===== src/rtl/csr_counter_unit.sv =====
// CSR execution block: mcycle/minstret counters, mscratch and
// CSRRW/RS/RC (register and immediate forms), old value returned.
module csr_counter_unit #(
  parameter int XLEN  = 32,
  parameter int CNT_W = 64
) (
  input  logic            clk,
  input  logic            rst,
  input  logic            csr_valid,
  input  logic [2:0]      csr_funct3,
  input  logic [11:0]     csr_addr,
  input  logic [4:0]      csr_rs1_idx,
  input  logic [XLEN-1:0] csr_rs1_data,
  input  logic            stall,
  input  logic            flush,
  input  logic            instr_retire,
  output logic [XLEN-1:0] csr_rdata,
  output logic            csr_illegal
);

  localparam int HW = CNT_W - XLEN;

  logic [CNT_W-1:0] r_mcycle;
  logic [CNT_W-1:0] r_minstret;
  logic [XLEN-1:0]  r_mscratch;

  logic            w_cyc_lo, w_cyc_hi;
  logic            w_ins_lo, w_ins_hi;
  logic            w_scr, w_known;
  logic [XLEN-1:0] w_old, w_opnd, w_new;
  logic            w_f3_bad, w_wr_req, w_ro;
  logic            w_commit;

  always_comb begin
    w_cyc_lo = 1'b0;
    w_cyc_hi = 1'b0;
    w_ins_lo = 1'b0;
    w_ins_hi = 1'b0;
    w_scr    = 1'b0;
    case (csr_addr)
      12'hC00, 12'hB00: w_cyc_lo = 1'b1;
      12'hC80, 12'hB80: w_cyc_hi = 1'b1;
      12'hC02, 12'hB02: w_ins_lo = 1'b1;
      12'hC82, 12'hB82: w_ins_hi = 1'b1;
      12'h340:          w_scr    = 1'b1;
      default: ;
    endcase
  end

  assign w_known = w_cyc_lo | w_cyc_hi | w_ins_lo
                 | w_ins_hi | w_scr;

  always_comb begin
    w_old = '0;
    unique case (1'b1)
      w_cyc_lo: w_old = r_mcycle[XLEN-1:0];
      w_cyc_hi: w_old = XLEN'(r_mcycle[CNT_W-1:XLEN]);
      w_ins_lo: w_old = r_minstret[XLEN-1:0];
      w_ins_hi: w_old = XLEN'(r_minstret[CNT_W-1:XLEN]);
      w_scr:    w_old = r_mscratch;
      default:  w_old = '0;
    endcase
  end

  assign w_opnd = csr_funct3[2] ? XLEN'(csr_rs1_idx)
                                : csr_rs1_data;

  always_comb begin
    w_new = w_old;
    case (csr_funct3[1:0])
      2'b01:   w_new = w_opnd;
      2'b10:   w_new = w_old | w_opnd;
      2'b11:   w_new = w_old & ~w_opnd;
      default: w_new = w_old;
    endcase
  end

  // Set/clear with rs1/zimm == 0 is a pure read
  assign w_f3_bad = (csr_funct3[1:0] == 2'b00);
  assign w_wr_req = (csr_funct3[1:0] == 2'b01)
                  | (!w_f3_bad && csr_rs1_idx != 5'd0);
  assign w_ro     = (csr_addr[11:10] == 2'b11);

  assign csr_illegal = csr_valid
                     & (w_f3_bad | ~w_known | (w_wr_req & w_ro));
  assign csr_rdata   = w_old;

  assign w_commit = csr_valid & ~csr_illegal & w_wr_req
                  & ~stall & ~flush;

  always_ff @(posedge clk) begin
    if (rst) begin
      r_mcycle   <= '0;
      r_minstret <= '0;
      r_mscratch <= '0;
    end else begin
      if (w_commit && w_cyc_lo)
        r_mcycle <= {r_mcycle[CNT_W-1:XLEN], w_new};
      else if (w_commit && w_cyc_hi)
        r_mcycle <= {w_new[HW-1:0], r_mcycle[XLEN-1:0]};
      else
        r_mcycle <= r_mcycle + CNT_W'(1);

      if (w_commit && w_ins_lo)
        r_minstret <= {r_minstret[CNT_W-1:XLEN], w_new};
      else if (w_commit && w_ins_hi)
        r_minstret <= {w_new[HW-1:0], r_minstret[XLEN-1:0]};
      else if (instr_retire)
        r_minstret <= r_minstret + CNT_W'(1);

      if (w_commit && w_scr)
        r_mscratch <= w_new;
    end
  end

endmodule

===== config.mk =====
export PLATFORM = sky130hd
export DESIGN_NAME = csr_counter_unit
export DESIGN_NICKNAME = d
export VERILOG_FILES = /design/src/rtl/csr_counter_unit.sv
export SDC_FILE = /design/constraint.sdc
export NUM_CORES = 1
export LEC_CHECK = 0
export CAP_MARGIN = 20
export CORE_MARGIN = 1
export CORE_UTILIZATION = 50
export DETAILED_ROUTE_END_ITERATION = 10
export PLACE_DENSITY = 0.73
export SYNTH_ARGS = -nofsm -noshare
export SYNTH_HDL_FRONTEND = slang
export SYNTH_SLANG_ARGS = --single-unit

===== constraint.sdc =====
create_clock -name clk -period 2.5 [get_ports clk]
set_input_delay 0.375 -clock clk [delete_from_list [all_inputs] [get_ports clk]]
set_output_delay 0.375 -clock clk [all_outputs]
set_load 0.05 [all_outputs]

==> report_table.html, run 1 <==
<table>
<tr><th>Metric</th><th>Value</th></tr>
<tr><th colspan="2">Synthesis</th></tr>
<tr><td>Post-synth cell types</td><td>109</td></tr>
<tr><td>Synth Cell Area</td><td>11960 sq um</td></tr>
<tr><td>Adder-cell share of the synthesized area</td><td>0.002092</td></tr>
<tr><td>Fraction of the mapped netlist area in compound gates</td><td>0.2812</td></tr>
<tr><td>Number of enable flip-flop cells after synthesis</td><td>0</td></tr>
<tr><td>Net count after synthesis</td><td>1603</td></tr>
<tr><td>Synthesis warning total</td><td>0</td></tr>
<tr><td>Total of flip-flops plus latches after synthesis</td><td>160</td></tr>
<tr><td>Share of synthesized cell area in and, or, nand and nor gates</td><td>0.2951</td></tr>
<tr><td>FFs w/ async S/R, synth</td><td>0</td></tr>
<tr><td>Most used DFF post-synth</td><td>sky130_fd_sc_hd__dfxtp_1</td></tr>
<tr><td>Post-synthesis cell count</td><td>1543</td></tr>
<tr><td>Seq/Total Area, Yosys</td><td>0.2678</td></tr>
<tr><td>Mean post-synth cell area</td><td>7.753 sq um</td></tr>
<tr><td>Main combinational cell family by area after synthesis</td><td>simple AND/OR/NAND/NOR gates</td></tr>
<tr><td>Synthesized-area fraction occupied by xor and xnor cells</td><td>0.04612</td></tr>
<tr><td>Multiplexer share of the synthesized area</td><td>0.04853</td></tr>
<tr><th colspan="2">STA</th></tr>
<tr><td>Maximum clock frequency</td><td>386.1 MHz</td></tr>
<tr><td>Slew Viols, Final</td><td>0</td></tr>
<tr><td>Final setup violating endpoints</td><td>13</td></tr>
<tr><td>Total count of hold-check failures in the final report</td><td>0</td></tr>
<tr><td>Smallest setup slack after layout</td><td>-0.09032 ns</td></tr>
<tr><td>Setup TNS after final layout</td><td>-0.3195 ns</td></tr>
<tr><td>Clock Skews</td><td>0.01134 ns</td></tr>
<tr><td>RSZ-0062 raised after global routing</td><td>true</td></tr>
<tr><td>Worst max-slew margin expressed relative to the limit</td><td>0.4824</td></tr>
<tr><td>Clock period minus final worst setup slack</td><td>2.590 ns</td></tr>
<tr><td>Final worst-path cycle share</td><td>1.036</td></tr>
<tr><td>Transition time at the pin with the least slew margin</td><td>0.7683 ns</td></tr>
<tr><th colspan="2">Drt</th></tr>
<tr><td>DR vias</td><td>15290</td></tr>
<tr><td>1st-pass router iterations</td><td>6</td></tr>
<tr><td>Avg Vias per Cell</td><td>6.731</td></tr>
<tr><td>Number of remaining DRC errors</td><td>0</td></tr>
<tr><td>Final Routed Wirelength</td><td>56930 um</td></tr>
<tr><td>Iteration-0 DRC Markers</td><td>2078</td></tr>
<tr><td>Post-DRT Antenna Nets</td><td>0</td></tr>
<tr><td>Wire length per cell</td><td>25.06 um</td></tr>
<tr><th colspan="2">Die</th></tr>
<tr><td>Total die area</td><td>24550 sq um</td></tr>
<tr><td>Height of the die</td><td>156.7 um</td></tr>
<tr><td>Boundary pin count</td><td>91</td></tr>
<tr><td>Placeable core area</td><td>23470 sq um</td></tr>
<tr><td>X dimension of the die</td><td>156.7 um</td></tr>
<tr><td>Total number of placement rows</td><td>56</td></tr>
<tr><td>Effective utilization at floorplan</td><td>0.5096</td></tr>
<tr><th colspan="2">Job</th></tr>
<tr><td>Max-Cap Viols</td><td>0</td></tr>
<tr><th colspan="2">Worst setup path</th></tr>
<tr><td>Critical path peak fanout</td><td>8</td></tr>
<tr><td>Worst Path Arrival</td><td>2.22 ns</td></tr>
<tr><td>Category of the worst setup path launch point</td><td>input pin</td></tr>
<tr><td>Required time of the critical path</td><td>2.12 ns</td></tr>
<tr><td>Minimum setup slack among reg-to-reg paths</td><td>0.04 ns</td></tr>
<tr><td>Worst reg2reg path depth</td><td>8</td></tr>
<tr><td>Source of the critical timing path</td><td>csr_addr[6]</td></tr>
<tr><td>Sort of element at the end of the critical path</td><td>output pin</td></tr>
<tr><td>Critical R2R Launch</td><td>r_mcycle[17]</td></tr>
<tr><td>CP Class</td><td>input pin to output pin</td></tr>
<tr><td>Destination of the worst register-to-register timing path</td><td>r_minstret[49]</td></tr>
<tr><th colspan="2">Placement</th></tr>
<tr><td>Dpl ws</td><td>-0.7143 ns</td></tr>
<tr><td>HPWL after detailed placement</td><td>42100 um</td></tr>
<tr><td>Placer congestion estimate</td><td>1.036</td></tr>
<tr><td>Number of port buffers</td><td>90</td></tr>
<tr><th colspan="2">Finish</th></tr>
<tr><td>Nets</td><td>2000</td></tr>
<tr><td>Leading cell type in the layout, fill and taps excluded</td><td>sky130_fd_sc_hd__buf_4</td></tr>
<tr><td>Area growth from synthesis to final layout</td><td>46.57%</td></tr>
<tr><td>Filler instances</td><td>1724</td></tr>
<tr><td>Antenna Cells</td><td>0</td></tr>
<tr><td>Commonest cells after routing, fill and taps aside</td><td>356 x sky130_fd_sc_hd__buf_4, 170 x sky130_fd_sc_hd__nand2_1, 156 x sky130_fd_sc_hd__dfxtp_1</td></tr>
<tr><td>Share of final-layout standard cells stronger than drive strength 1</td><td>0.3379</td></tr>
<tr><th colspan="2">Clock network</th></tr>
<tr><td>Buffers from clock root to sink, at most</td><td>2</td></tr>
<tr><td>Reg clk slew, reported paths</td><td>0.07 ns</td></tr>
<tr><td>Master cell of the clock root buffer</td><td>sky130_fd_sc_hd__clkbuf_16</td></tr>
<tr><td>TritonCTS clock tree</td><td>done</td></tr>
<tr><td>Cts bufs inserted</td><td>17</td></tr>
<tr><td>Maximum level of the CTS H-tree</td><td>4</td></tr>
<tr><td>Clock network latency to the later pin of the worst-skew pair</td><td>0.45 ns</td></tr>
<tr><td>Clock Sinks</td><td>160</td></tr>
<tr><th colspan="2">Min path</th></tr>
<tr><td>Hold wc startpoint</td><td>rst</td></tr>
<tr><td>Hold Crit Depth</td><td>2</td></tr>
<tr><td>Worst Hold Path EP</td><td>r_mscratch[25]</td></tr>
<tr><td>Classification of the worst-slack hold path</td><td>input pin to register</td></tr>
<tr><th colspan="2">Global route</th></tr>
<tr><td>Grt ovf</td><td>0</td></tr>
<tr><td>Met3 track utilization from global routing</td><td>0.1534</td></tr>
<tr><td>Vias in the first global route</td><td>14490</td></tr>
<tr><td>Gr busiest metal</td><td>met2</td></tr>
<tr><td>Pin count of the biggest net entering global routing</td><td>49</td></tr>
<tr><td>GRT Total Usage</td><td>0.4632</td></tr>
<tr><td>Wire length of the first global-routing pass</td><td>84590 um</td></tr>
<tr><td>Global-route track usage on met1</td><td>0.5542</td></tr>
<tr><td>Number of antenna violations at the first check in global routing</td><td>3</td></tr>
<tr><td>Met2 Resource Use GR</td><td>0.6983</td></tr>
<tr><th colspan="2">Outcome</th></tr>
<tr><td>Outcome</td><td>finished, violations left</td></tr>
<tr><td>Failing checks</td><td>negative setup slack</td></tr>
<tr><th colspan="2">Pwr</th></tr>
<tr><td>Worst IR drop on VDD</td><td>0.4573 mV</td></tr>
<tr><td>Total power per unit cell area</td><td>360.9 nW/um^2</td></tr>
<tr><td>Final Total Pwr</td><td>6329 uW</td></tr>
<tr><td>Leakage power total</td><td>0.006633 uW</td></tr>
</table>
-- power by group --
group | internal (uW) | switching (uW) | leakage, uW | total [uW]
combinational | 415 | 513 | 0.00504 | 929
clock | 1630 | 1210 | 0.000304 | 2840
sequential | 2550 | 8.45 | 0.00129 | 2560
total | 4600 | 1730 | 0.00663 | 6330
-- cell type report --
cell class                      count  area, sq um  area share
Timing Repair Buffer              504         4761      0.2715
Multi-Input combinational cell   1231         8441      0.4814
Clock buffer                       20        446.7     0.02547
Tap cell                          319        399.1     0.02276
Inverter                           26        102.6    0.005851
Sequential cell                   160         3211      0.1831
Clock inverter                     12        173.9    0.009919
-- cell families after synthesis --
kind of cell               after synthesis
xor gates and xnor gates                63
adders and majority gates                2
AOI/OAI and AO/OA                      445
and+or+nand+nor                        671
muxes                                   50
buffers and inverters                  152
DFF                                    160
-- cells in the mapped netlist (all sizes together) (5+ instances only) --
master | number | area [sq um]
nand2 | 190 | 715.7
dfxtp | 160 | 3203
nor2 | 108 | 415.4
o21ai | 76 | 384.1
a21oi | 75 | 397.9
buf | 63 | 372.9
clkbuf | 63 | 237.7
nand3 | 60 | 300.3
nor3 | 60 | 337.8
a31oi | 58 | 381.6
a211oi | 52 | 432.9
nand4 | 47 | 300.3
xnor2 | 47 | 411.6
nor4 | 32 | 221.5
and3 | 31 | 193.9
mux2i | 31 | 310.3
and2 | 29 | 181.4
a22oi | 28 | 255.3
nor2b | 25 | 156.4
inv | 24 | 90.09
xor2 | 16 | 140.1
a222oi | 15 | 150.1
and4 | 15 | 131.4
or4 | 15 | 116.4
mux2 | 14 | 157.7
o211ai | 14 | 105.1
o2bb2ai | 13 | 113.9
or2 | 12 | 75.08
or3 | 12 | 75.07
a2111oi | 11 | 171.4
a41oi | 11 | 103.9
a22o | 7 | 61.31
nand2b | 7 | 43.79
o211a | 7 | 70.07
o22ai | 7 | 43.79
a21o | 6 | 45.04
a2bb2oi | 6 | 71.32
a41o | 6 | 60.06
nand3b | 6 | 45.04
or4b | 6 | 67.57
a311oi | 5 | 43.79
mux4 | 5 | 112.6
nor4b | 5 | 56.31
-- worst max-delay path by stage --
| stage | endpoint | slack (ns) |
|---|---|---|
| 4_1_cts | csr_rdata[12] | -0.05 |
| 3_3_place_gp | r_minstret[31] | -0.70 |
| 2_1_floorplan | r_minstret[44] | -0.42 |
| 6_report | csr_rdata[12] | -0.09 |
| 3_5_place_dp | r_minstret[31] | -0.71 |
| 5_1_grt | csr_rdata[11] | -0.11 |
-- metrics by stage --
step	instances	hold WS [ns]	util	cell area, sq um
after global placement	2201	0.4408	0.6859	16100
after detailed placement	2201	0.4470	0.6859	16100
after global routing	2272	0.3216	0.7470	17530
after CTS	2257	0.3054	0.7272	17070
final	2272	0.3154	0.7470	17530
after floorplan	1543	0.4315	-	11980
-- what timing repair did --
action / CTS / global route
resized for setup: 100 / 84
pin swaps: 32 / 38
buffers inserted: 30 / 16
hold buffers: 0 / 0
setup endpoints to repair: 141 / 77
cloned: 1 / 1
-- worst max-delay path: stages --
cell,delay [ns]
sky130_fd_sc_hd__buf_6,0.10
sky130_fd_sc_hd__or4b_4,0.62
sky130_fd_sc_hd__buf_6,0.17
sky130_fd_sc_hd__a211oi_4,0.20
sky130_fd_sc_hd__buf_6,0.21
sky130_fd_sc_hd__nand2_2,0.06
sky130_fd_sc_hd__o211ai_1,0.10
sky130_fd_sc_hd__buf_4,0.21
sky130_fd_sc_hd__buf_12,0.14
-- state kept, by name, indices dropped and copies added (netlist names) --
register,flops
r_mcycle,64
r_minstret,64
r_mscratch,32
-- per-layer routing --
layer,wire length (um),up-vias
met5,25,-
met4,4529,4
met3,8110,343
met2,23970,1203
met1,20300,7083
li1,-,6660
No activity file was read; power rests on OpenSTA's default activity.
==> inputs of run 2 (changes only) <==
--- a/config.mk
+++ b/config.mk
@@ -5,11 +5,13 @@
 export SDC_FILE = /design/constraint.sdc
 export NUM_CORES = 1
 export LEC_CHECK = 0
+export ABC_CLOCK_PERIOD_IN_PS = 2500
 export CAP_MARGIN = 20
 export CORE_MARGIN = 1
 export CORE_UTILIZATION = 50
 export DETAILED_ROUTE_END_ITERATION = 10
 export PLACE_DENSITY = 0.73
+export SKIP_CTS_REPAIR_TIMING = 1
 export SYNTH_ARGS = -nofsm -noshare
 export SYNTH_HDL_FRONTEND = slang
 export SYNTH_SLANG_ARGS = --single-unit
==> report_table.html, run 2 (synthesis gave the netlist of run 1 again) <==
<table>
<tr><th>Metric</th><th>Value</th></tr>
<tr><th colspan="2">Drt</th></tr>
<tr><td>Wire length per cell</td><td>25.49 um (+1.7%)</td></tr>
<tr><td>Number of remaining DRC errors</td><td>1 (+1)</td></tr>
<tr><td>Post-DRT Antenna Nets</td><td>0 (unchanged)</td></tr>
<tr><td>DR vias</td><td>15270 (-0.18%)</td></tr>
<tr><td>Final Routed Wirelength</td><td>57660 um (+1.3%)</td></tr>
<tr><td>1st-pass router iterations</td><td>10 (+4)</td></tr>
<tr><td>Avg Vias per Cell</td><td>6.748 (+0.26%)</td></tr>
<tr><td>Iteration-0 DRC Markers</td><td>2252 (+8.4%)</td></tr>
<tr><th colspan="2">Clock network</th></tr>
<tr><td>Clock network latency to the later pin of the worst-skew pair</td><td>0.45 ns (about the same)</td></tr>
<tr><td>Cts bufs inserted</td><td>17 (unchanged)</td></tr>
<tr><td>Master cell of the clock root buffer</td><td>sky130_fd_sc_hd__clkbuf_16</td></tr>
<tr><td>Maximum level of the CTS H-tree</td><td>4 (unchanged)</td></tr>
<tr><td>Reg clk slew, reported paths</td><td>0.07 ns (about the same)</td></tr>
<tr><td>Buffers from clock root to sink, at most</td><td>2 (unchanged)</td></tr>
<tr><td>TritonCTS clock tree</td><td>done</td></tr>
<tr><td>Clock Sinks</td><td>160 (unchanged)</td></tr>
<tr><th colspan="2">Global route</th></tr>
<tr><td>Wire length of the first global-routing pass</td><td>82370 um (-2.6%)</td></tr>
<tr><td>Vias in the first global route</td><td>14140 (-2.4%)</td></tr>
<tr><td>Pin count of the biggest net entering global routing</td><td>49 (unchanged)</td></tr>
<tr><td>Grt ovf</td><td>0 (unchanged)</td></tr>
<tr><td>GRT Total Usage</td><td>0.4524 (-0.01083)</td></tr>
<tr><td>Number of antenna violations at the first check in global routing</td><td>3 (unchanged)</td></tr>
<tr><th colspan="2">Worst setup path</th></tr>
<tr><td>Category of the worst setup path launch point</td><td>input pin</td></tr>
<tr><td>CP Class</td><td>input pin to register</td></tr>
<tr><td>Sort of element at the end of the critical path</td><td>register</td></tr>
<tr><td>Required time of the critical path</td><td>2.87 ns (+0.75 ns)</td></tr>
<tr><td>Worst Path Arrival</td><td>3.09 ns (+0.87 ns)</td></tr>
<tr><td>Critical path peak fanout</td><td>20 (+12)</td></tr>
<tr><th colspan="2">Finish</th></tr>
<tr><td>Filler instances</td><td>1717 (-0.41%)</td></tr>
<tr><td>Post-route insts no fill</td><td>2262 (-0.44%)</td></tr>
<tr><td>Regs by FF count</td><td>r_mcycle (64), r_minstret (64), r_mscratch (32)</td></tr>
<tr><td>Share of final-layout standard cells stronger than drive strength 1</td><td>0.3330 (-0.004951)</td></tr>
<tr><td>Commonest cells after routing, fill and taps aside</td><td>348 x sky130_fd_sc_hd__buf_4, 169 x sky130_fd_sc_hd__nand2_1, 158 x sky130_fd_sc_hd__dfxtp_1</td></tr>
<tr><td>Antenna Cells</td><td>0 (unchanged)</td></tr>
<tr><td>Leading cell type in the layout, fill and taps excluded</td><td>sky130_fd_sc_hd__buf_4</td></tr>
<tr><td>Area growth from synthesis to final layout</td><td>46.02%</td></tr>
<tr><td>Nets</td><td>1990 (-0.50%)</td></tr>
<tr><td>Area of all placed cells without fillers</td><td>17470 sq um (-0.38%)</td></tr>
<tr><th colspan="2">Die</th></tr>
<tr><td>Placeable core area</td><td>23470 sq um (unchanged)</td></tr>
<tr><td>Total die area</td><td>24550 sq um (unchanged)</td></tr>
<tr><td>Boundary pin count</td><td>91 (unchanged)</td></tr>
<tr><td>Effective utilization at floorplan</td><td>0.5096 (unchanged)</td></tr>
<tr><td>Total number of placement rows</td><td>56 (unchanged)</td></tr>
<tr><td>X dimension of the die</td><td>156.7 um (unchanged)</td></tr>
<tr><td>Height of the die</td><td>156.7 um (unchanged)</td></tr>
<tr><th colspan="2">Pwr</th></tr>
<tr><td>Worst IR drop on VDD</td><td>0.4542 mV (-0.70%)</td></tr>
<tr><td>Total power per unit cell area</td><td>363.2 nW/um^2 (+0.62%)</td></tr>
<tr><td>Leakage power total</td><td>0.006597 uW (-0.53%)</td></tr>
<tr><th colspan="2">Placement</th></tr>
<tr><td>HPWL after detailed placement</td><td>42100 um (unchanged)</td></tr>
<tr><td>Number of port buffers</td><td>90 (unchanged)</td></tr>
<tr><td>Dpl ws</td><td>-0.7143 ns (unchanged)</td></tr>
<tr><td>Instance count after placement with tap cells included</td><td>2201 (unchanged)</td></tr>
<tr><td>Placer congestion estimate</td><td>1.036 (unchanged)</td></tr>
<tr><td>Post-place instance area</td><td>16100 sq um (unchanged)</td></tr>
<tr><th colspan="2">STA</th></tr>
<tr><td>Total count of hold-check failures in the final report</td><td>0 (unchanged)</td></tr>
<tr><td>Clock Skews</td><td>0.01312 ns (+0.001774 ns)</td></tr>
<tr><td>Final setup violating endpoints</td><td>100 (+87)</td></tr>
<tr><td>Transition time at the pin with the least slew margin</td><td>0.7203 ns (-0.04801 ns)</td></tr>
<tr><td>RSZ-0062 raised after global routing</td><td>true</td></tr>
<tr><td>Hold slack</td><td>0.3179 ns (+0.002467 ns)</td></tr>
<tr><td>Maximum clock frequency</td><td>367.4 MHz (-4.8%)</td></tr>
<tr><td>Slew Viols, Final</td><td>0 (unchanged)</td></tr>
<tr><td>Clock period minus final worst setup slack</td><td>2.722 ns (+0.1316 ns)</td></tr>
<tr><td>Final worst-path cycle share</td><td>1.089 (+0.05263)</td></tr>
<tr><td>Worst max-slew margin expressed relative to the limit</td><td>0.5148 (+0.03235)</td></tr>
<tr><td>Setup TNS after final layout</td><td>-7.328 ns (-7.009 ns)</td></tr>
<tr><td>Smallest setup slack after layout</td><td>-0.2219 ns (-0.1316 ns)</td></tr>
<tr><th colspan="2">Job</th></tr>
<tr><td>Max-Cap Viols</td><td>0 (unchanged)</td></tr>
<tr><th colspan="2">Outcome</th></tr>
<tr><td>Failing checks</td><td>design-rule violations, negative setup slack</td></tr>
<tr><td>Outcome</td><td>finished, violations left</td></tr>
<tr><th colspan="2">Min path</th></tr>
<tr><td>Classification of the worst-slack hold path</td><td>input pin to register</td></tr>
</table>
[run 2: routing by layer]
layer / vias to the layer above / track usage / wire length [um]
li1: 6656 / - / -
met1: 7143 / 0.5583 / 20910
met2: 1130 / 0.6788 / 24260
met3: 330 / 0.1263 / 7949
met4: 6 / 0.3175 / 4498
met5: - / 0 / 41
[run 2: worst paths after layout]
path                                     start  slack [ns]        endpoint  cells after the start
worst max-delay path                 csr_valid       -0.22    r_mcycle[30]                     11
worst min-delay path                       rst        0.32  r_mscratch[25]                      2
worst max register to register  r_minstret[24]        0.04  r_minstret[56]                      8
worst min register to register   r_mscratch[7]        0.46   r_mscratch[7]                      2
[run 2: where the power goes]
| part | internal, uW | total [uW] | leakage (uW) | switching [uW] |
|---|---|---|---|---|
| Clock | 1630 | 2840 | 0.000304 | 1210 |
| Sequential | 2560 | 2560 | 0.00129 | 8.39 |
| Combinational | 420 | 942 | 0.00500 | 522 |
[run 2: cell type report]
| cell class | instances | area [sq um] | share of cell area |
|---|---|---|---|
| multi-input cells | 1231 | 8464 | 0.4846 |
| well taps | 319 | 399.1 | 0.02285 |
| clock inverters | 12 | 173.9 | 0.009956 |
| clock buffers | 20 | 446.7 | 0.02557 |
| flip-flops and latches | 160 | 3206 | 0.1835 |
| inverters | 26 | 100.1 | 0.005730 |
| repair buffers | 494 | 4678 | 0.2678 |
[run 2: stage by stage]
step / util / power, uW
CTS: 0.7123 / 6241
finish: 0.7442 / 6344
global placement: 0.6859 / 3461
floorplan: - / 3009
detailed placement: 0.6859 / 3471
global route: 0.7442 / 6457
[run 2: worst max-delay path, stage by stage]
cell	delay (ns)
sky130_fd_sc_hd__clkdlybuf4s50_1	0.76
sky130_fd_sc_hd__nor3b_1	0.31
sky130_fd_sc_hd__buf_4	0.18
sky130_fd_sc_hd__and2_0	0.18
sky130_fd_sc_hd__nand4_1	0.14
sky130_fd_sc_hd__buf_4	0.20
sky130_fd_sc_hd__buf_4	0.15
sky130_fd_sc_hd__nor2_2	0.17
sky130_fd_sc_hd__buf_4	0.30
sky130_fd_sc_hd__nand2_1	0.16
sky130_fd_sc_hd__a31oi_1	0.16
